$ cat src/rtl/instr_fetch_if.sv
// Fetch <-> ROM/decode bundle: stall/redirect from decode, sync-read ROM port,
// and the instruction/status outputs handed to decode.
interface instr_fetch_if #(
  parameter int WIDTH = 32
);
  logic             stall;
  logic             redirect;
  logic [WIDTH-1:0] redirect_pc;
  logic [WIDTH-1:0] rom_addr;
  logic [WIDTH-1:0] rom_dout;
  logic [WIDTH-1:0] instr;
  logic [WIDTH-1:0] pc_out;
  logic             instr_valid;
  logic             fetch_err;
  logic [WIDTH-1:0] err_pc;
  logic [31:0]      fetch_count;

  modport master (
    input  stall, redirect, redirect_pc, rom_dout,
    output rom_addr, instr, pc_out, instr_valid, fetch_err, err_pc, fetch_count
  );

  modport slave (
    output stall, redirect, redirect_pc, rom_dout,
    input  rom_addr, instr, pc_out, instr_valid, fetch_err, err_pc, fetch_count
  );
endinterface

$ cat src/rtl/instr_fetch.sv
// Instruction fetch initiator for a one-cycle synchronous-read ROM with stall,
// zero-bubble redirect and a sticky fault on misaligned/out-of-range issue.
module instr_fetch #(
  parameter int               WIDTH     = 32,
  parameter logic [WIDTH-1:0] RESET_PC  = '0,
  parameter int               ROM_BYTES = 32
) (
  input  logic           clk,
  input  logic           rst,
  instr_fetch_if.master  bus
);
  typedef enum logic [1:0] {BOOT, RUN, HALT} state_t;

  localparam logic [WIDTH-1:0] LAST_WORD = WIDTH'(ROM_BYTES - 4);

  state_t           state, state_n;
  logic [WIDTH-1:0] fetch_pc, fetch_pc_n;
  logic [WIDTH-1:0] resp_pc, resp_pc_n;
  logic [WIDTH-1:0] err_pc, err_pc_n;
  logic             resp_valid, resp_valid_n;
  logic             fetch_err, fetch_err_n;
  logic [31:0]      fetch_count, fetch_count_n;
  logic [WIDTH-1:0] addr;
  logic             issue, legal, accept, instr_valid;

  // Re-presenting resp_pc while stalled keeps rom_dout stable next cycle.
  always_comb begin
    addr = fetch_pc;
    if (state == HALT)                   addr = fetch_pc;
    else if (bus.redirect)               addr = bus.redirect_pc;
    else if (bus.stall && resp_valid)    addr = resp_pc;
  end

  assign legal       = (addr[1:0] == 2'b00) && (addr <= LAST_WORD);
  assign issue       = (state != HALT) && (bus.redirect || !bus.stall || !resp_valid);
  assign instr_valid = resp_valid && (state == RUN);
  // The word on display at a faulting edge is never handed on, so not counted.
  assign accept      = instr_valid && !bus.stall && !bus.redirect && legal;

  always_ff @(posedge clk or posedge rst) begin
    if (rst) begin
      state       <= BOOT;
      fetch_pc    <= RESET_PC;
      resp_pc     <= '0;
      resp_valid  <= 1'b0;
      fetch_err   <= 1'b0;
      err_pc      <= '0;
      fetch_count <= '0;
    end else begin
      state       <= state_n;
      fetch_pc    <= fetch_pc_n;
      resp_pc     <= resp_pc_n;
      resp_valid  <= resp_valid_n;
      fetch_err   <= fetch_err_n;
      err_pc      <= err_pc_n;
      fetch_count <= fetch_count_n;
    end
  end

  always_comb begin
    state_n       = state;
    fetch_pc_n    = fetch_pc;
    resp_pc_n     = resp_pc;
    resp_valid_n  = resp_valid;
    fetch_err_n   = fetch_err;
    err_pc_n      = err_pc;
    fetch_count_n = fetch_count;
    if (issue) begin
      if (legal) begin
        resp_pc_n    = addr;
        resp_valid_n = 1'b1;
        fetch_pc_n   = addr + WIDTH'(4);
        state_n      = RUN;
      end else begin
        state_n      = HALT;
        fetch_err_n  = 1'b1;
        err_pc_n     = addr;
        resp_valid_n = 1'b0;
      end
    end
    if (accept) fetch_count_n = fetch_count + 32'd1;
  end

  assign bus.rom_addr    = addr;
  assign bus.instr       = bus.rom_dout;
  assign bus.pc_out      = resp_pc;
  assign bus.instr_valid = instr_valid;
  assign bus.fetch_err   = fetch_err;
  assign bus.err_pc      = err_pc;
  assign bus.fetch_count = fetch_count;
endmodule

$ cat src/flat_wrapper.sv
// flat-port wrapper written by rule: the top's interface ports become plain ports
module instr_fetch_flat 
#(
  parameter int               WIDTH     = 32,
  parameter logic [WIDTH-1:0] RESET_PC  = '0,
  parameter int               ROM_BYTES = 32
)
  (clk, rst, bus_stall, bus_redirect, bus_redirect_pc, bus_rom_dout, bus_rom_addr, bus_instr, bus_pc_out, bus_instr_valid, bus_fetch_err, bus_err_pc, bus_fetch_count);
  instr_fetch_if #(.WIDTH(WIDTH)) bus_i ();
  input  logic clk;
  input  logic rst;
  input wire logic [$bits(bus_i.stall)-1:0] bus_stall;
  input wire logic [$bits(bus_i.redirect)-1:0] bus_redirect;
  input wire logic [$bits(bus_i.redirect_pc)-1:0] bus_redirect_pc;
  input wire logic [$bits(bus_i.rom_dout)-1:0] bus_rom_dout;
  output wire logic [$bits(bus_i.rom_addr)-1:0] bus_rom_addr;
  output wire logic [$bits(bus_i.instr)-1:0] bus_instr;
  output wire logic [$bits(bus_i.pc_out)-1:0] bus_pc_out;
  output wire logic [$bits(bus_i.instr_valid)-1:0] bus_instr_valid;
  output wire logic [$bits(bus_i.fetch_err)-1:0] bus_fetch_err;
  output wire logic [$bits(bus_i.err_pc)-1:0] bus_err_pc;
  output wire logic [$bits(bus_i.fetch_count)-1:0] bus_fetch_count;
  assign bus_i.stall = bus_stall;
  assign bus_i.redirect = bus_redirect;
  assign bus_i.redirect_pc = bus_redirect_pc;
  assign bus_i.rom_dout = bus_rom_dout;
  assign bus_rom_addr = bus_i.rom_addr;
  assign bus_instr = bus_i.instr;
  assign bus_pc_out = bus_i.pc_out;
  assign bus_instr_valid = bus_i.instr_valid;
  assign bus_fetch_err = bus_i.fetch_err;
  assign bus_err_pc = bus_i.err_pc;
  assign bus_fetch_count = bus_i.fetch_count;
  instr_fetch #(.WIDTH(WIDTH), .RESET_PC(RESET_PC), .ROM_BYTES(ROM_BYTES)) u_core (.clk(clk), .rst(rst), .bus(bus_i));
endmodule
$ cat config.mk
export PLATFORM = sky130hd
export DESIGN_NAME = instr_fetch_flat
export DESIGN_NICKNAME = d
export VERILOG_FILES = /design/src/rtl/instr_fetch_if.sv /design/src/rtl/instr_fetch.sv /design/src/flat_wrapper.sv
export SDC_FILE = /design/constraint.sdc
export NUM_CORES = 1
export LEC_CHECK = 0
export CORE_MARGIN = 5
export CORE_UTILIZATION = 38
export DETAILED_ROUTE_END_ITERATION = 10
export PLACE_DENSITY = 0.69
export SETUP_SLACK_MARGIN = 0.2
export SKIP_CTS_REPAIR_TIMING = 1
export SLEW_MARGIN = 40
export SYNTH_ARGS = -nofsm -noshare
export SYNTH_HDL_FRONTEND = slang
export SYNTH_SLANG_ARGS = --single-unit
$ cat constraint.sdc
create_clock -name clk -period 13.6 [get_ports clk]
set_input_delay 2.72 -clock clk [delete_from_list [all_inputs] [get_ports clk]]
set_output_delay 2.72 -clock clk [all_outputs]
set_load 0.03 [all_outputs]
==> metrics.md <==
| Metric | Value |
|---|---|
| Clock slew seen by the registers of the worst setup and hold paths | `~50 ps` |
| Syn_nets | `around 680` |
| Number of global-route vias before repair | `between 5000 and 6000` |
| Crit-path max cell delay | `approximately 770 ps` |
| Drt initial violations | `around 320` |
| Simple-Gate Fraction of Synth Area | `0.216` |
| Core area | `around 17000 um^2` |
| Skew-Pair Late Insertion Delay | `420 ps` |
| HP Start | `u_core.bus.fetch_err` |
| Gate Count Post-Synth | `about 600` |
| Drt pass-1 iters | `4` |
| HPWL Detailed | `15.0 mm` |
| Pleak | `roughly 4 nW` |
| Gp weighted congestion | `~0.94` |
| Power, Total | `0.912 mW` |
| Clk sinks | `around 130` |
| Share of cells above drive strength 1 | `0.121` |
| Critical Path Sink Type | `primary output` |
| Fin Setup TNS | `0 ps` |
| Ys async rst share | `1.00` |
| Max-Cap Viols | `0` |
| Largest net degree at the start of global routing | `85` |
| Post-Route WL | `approximately 20 mm` |
| Gr usage total | `0.200` |
| Crit-path cells | `buf_2 > buf_4 > nand2b_1 > nand2_2 > o22ai_1 > a21oi_1 > clkdlybuf4s50_1` |
| Synth top area share | `0.485` |
| Post-synth top area cell | `dfrtp_1` |
| Reg2reg end | `u_core.bus.err_pc[24]` |
| EDFF count, synth | `0` |
| Post-synthesis compound-gate area fraction | `0.108` |
| CP required | `10880 ps` |
| Outcome | `finished, final reports clean` |
| Die H | `142 um` |
| Nets | `802` |
| Depth of the worst register-to-register path | `9` |
| Drt wl/cell | `between 20 and 25 um` |
| Die W | `~140 um` |
| Ports | `230` |
| Startpoint types | `input pin` |
| WS Path Type | `in -> out` |
| Clock Tree Buf Depth | `2` |
| Final Hold Fails | `0` |
| Worst-margin pin slew | `between 800 and 900 ps` |
| Sequential-to-total area share from yosys stat | `0.485` |
| Largest family of logic cells by synthesized area | `simple AND/OR/NAND/NOR gates` |
| ANT nets after route | `0` |
| Synth Area in XOR/XNOR | `0.0435` |
| Area Overhead vs Synth | `32.8%` |
| CTS tree | `yes` |
| CTS Buf Count | `17` |
| Tcrit/Tclk final | `0.626` |
| Adder-cell share of the synthesized area | `0.00376` |
| Pins over their slew limit | `0` |
| Peak VDD IR | `around 76 uV` |
| Max Fclk | `between 100 and 150 MHz` |
| Pwr dens | `around 100 nW/um^2` |
| Worst hold endpoint | `u_core.bus.fetch_err` |
| # fillers | `1545` |
| Final Critical Period | `around 8500 ps` |
| DRC | `0` |
| R2r setup slk | `about 9000 ps` |
| Mapped Area | `between 6000 and 7000 um^2` |
| Die ar. | `approximately 20000 um^2` |
| Unrepaired setup endpoints after global routing | `false` |
| Synth top area cells | `dfrtp_1 49%, mux2_2 6.1%, nor2b_1 5.5%, buf_4 4.2%, xor2_1 3.4%` |
| Origin of the critical flop-to-flop path | `u_core.state[1]` |
| Slowest CP cell | `clkdlybuf4s50_1` |
| Max_slew headroom | `0.443` |
| Row Count | `48` |
| Register bit count reported by yosys | `approximately 130` |
| I/O Buffers | `around 170` |
| Worst Hold Depth | `1` |
| Vias/cell | `5.42` |
| Multiplexer area fraction after synthesis | `0.0675` |
| Mean Syn Cell Area | `between 10 and 15 um^2` |
| Setup violators final | `0` |
| First-pass GRT wire length | `roughly 31 mm` |
| Most used DFF post-synth | `dfrtp_1` |
| Root Buffer | `clkbuf_16` |
| Initial antenna violation count | `0` |
| Critical Path Fanout Max | `between 50 and 60` |
| CP arrival | `just under 6000 ps` |
| Synth cell types | `between 60 and 70` |
| Initial core utilization | `0.386` |
| Antenna diodes | `0` |
| Total grt overflow | `0` |
| H-tree Lvls | `4` |
| Hold WC Path Type | `reg -> reg` |
| Vias | `between 5000 and 6000` |
| Yosys warning count | `0` |
| Clock Skew | `between 8 and 9 ps` |
==> per-layer routing <==
| metal | vias to the layer above | wire [um] | GRT usage |
|---|---|---|---|
| met1 | 2652 | 8740 | 0.255 |
| met4 | 0 | 335 | 0.0600 |
| li1 | 2377 | - | - |
| met2 | 203 | 9900 | 0.331 |
| met3 | 24 | 1400 | 0.0575 |
| met5 | - | 0 | 0 |
==> registers in the layout, summed over array words and instances (netlist names) <==
register / cells
u_core.bus.pc_out: 32
u_core.bus.fetch_err: 1
u_core.fetch_pc: 30
u_core.state: 2
u_core.bus.err_pc: 32
u_core.bus.fetch_count: 32
==> how the worst max path moves through the flow <==
stage / slack (ps) / cells past startpoint / startpoint / to
2_1_floorplan: 6540 / 5 / bus_redirect / bus_rom_addr[3]
3_3_place_gp: 4920 / 7 / bus_redirect / bus_rom_addr[2]
3_5_place_dp: 5140 / 7 / bus_redirect / bus_rom_addr[2]
4_1_cts: 5140 / 7 / bus_redirect / bus_rom_addr[2]
5_1_grt: 4890 / 7 / bus_redirect / bus_rom_addr[2]
6_report: 5090 / 7 / bus_redirect / bus_rom_addr[2]
==> critical path, delay by kind of cell <==
kind	cells	cell delay, ps
simple gates	2	1200
compound gates	2	560
buf+inv	3	1270
==> area by class of cell <==
type	instances	area (um^2)	share of cell area
tap	225	282	0.0319
timing repair buffer	175	1740	0.197
multi-input combinational	394	2930	0.331
inverter	15	63.8	0.00722
sequential	129	3230	0.365
clock buffer	21	460	0.0521
clock inverter	10	135	0.0153
==> cells in the final DEF, fill, tap and decap left out, types with 11 or more instances in the layout <==
| cell type | instances |
|---|---|
| a21oi_1 | 12 |
| clkbuf_16 | 17 |
| clkdlybuf4s50_1 | 164 |
| dfrtp_1 | 129 |
| inv_1 | 13 |
| mux2_2 | 36 |
| nand2_1 | 23 |
| nand2b_1 | 11 |
| nand3_1 | 13 |
| nand3b_1 | 12 |
| nor2_1 | 20 |
| nor2b_1 | 59 |
| nor3_1 | 20 |
| nor4_1 | 14 |
| o21a_1 | 20 |
| xor2_1 | 26 |
==> logic make-up (layout without fill, tap and decap cells) <==
family / after synthesis / count (layout)
compound gates: 90 / 90
flops: 129 / 129
mux: 40 / 40
xor+xnor: 33 / 33
buf+inv: 83 / 221
fa+ha+maj: 2 / 2
simple gates: 229 / 229
==> per-stage QoR <==
step / instances / utilization / cell area [um^2] / hold WS [ps] / setup slack, ps
2_1_floorplan: 606 / - / 6650 / 455 / 6540
3_3_place_gp: 935 / 0.475 / 8200 / 452 / 4920
3_5_place_dp: 937 / 0.477 / 8230 / 464 / 5140
4_1_cts: 968 / 0.512 / 8820 / 480 / 5140
5_1_grt: 969 / 0.512 / 8830 / 502 / 4890
6_report: 969 / 0.512 / 8830 / 470 / 5090
==> synthesized netlist by cell type, drive strengths merged, types with 9 or more instances <==
master / count
nand3: 13
inv: 15
buf: 63
a21oi: 12
nand3b: 12
nand4bb: 9
o211a: 9
nor2: 20
mux2: 39
nand2: 25
nor3: 20
nor4: 16
nor2b: 59
o21a: 20
nand2b: 11
xor2: 26
dfrtp: 129
==> power by group <==
group	total, mW	switching, mW	internal (mW)
sequential	0.392	0.00268	0.389
clock	0.464	0.168	0.296
combinational	0.0565	0.0320	0.0245
total	0.912	0.203	0.710
No activity file was read; power rests on OpenSTA's default activity.
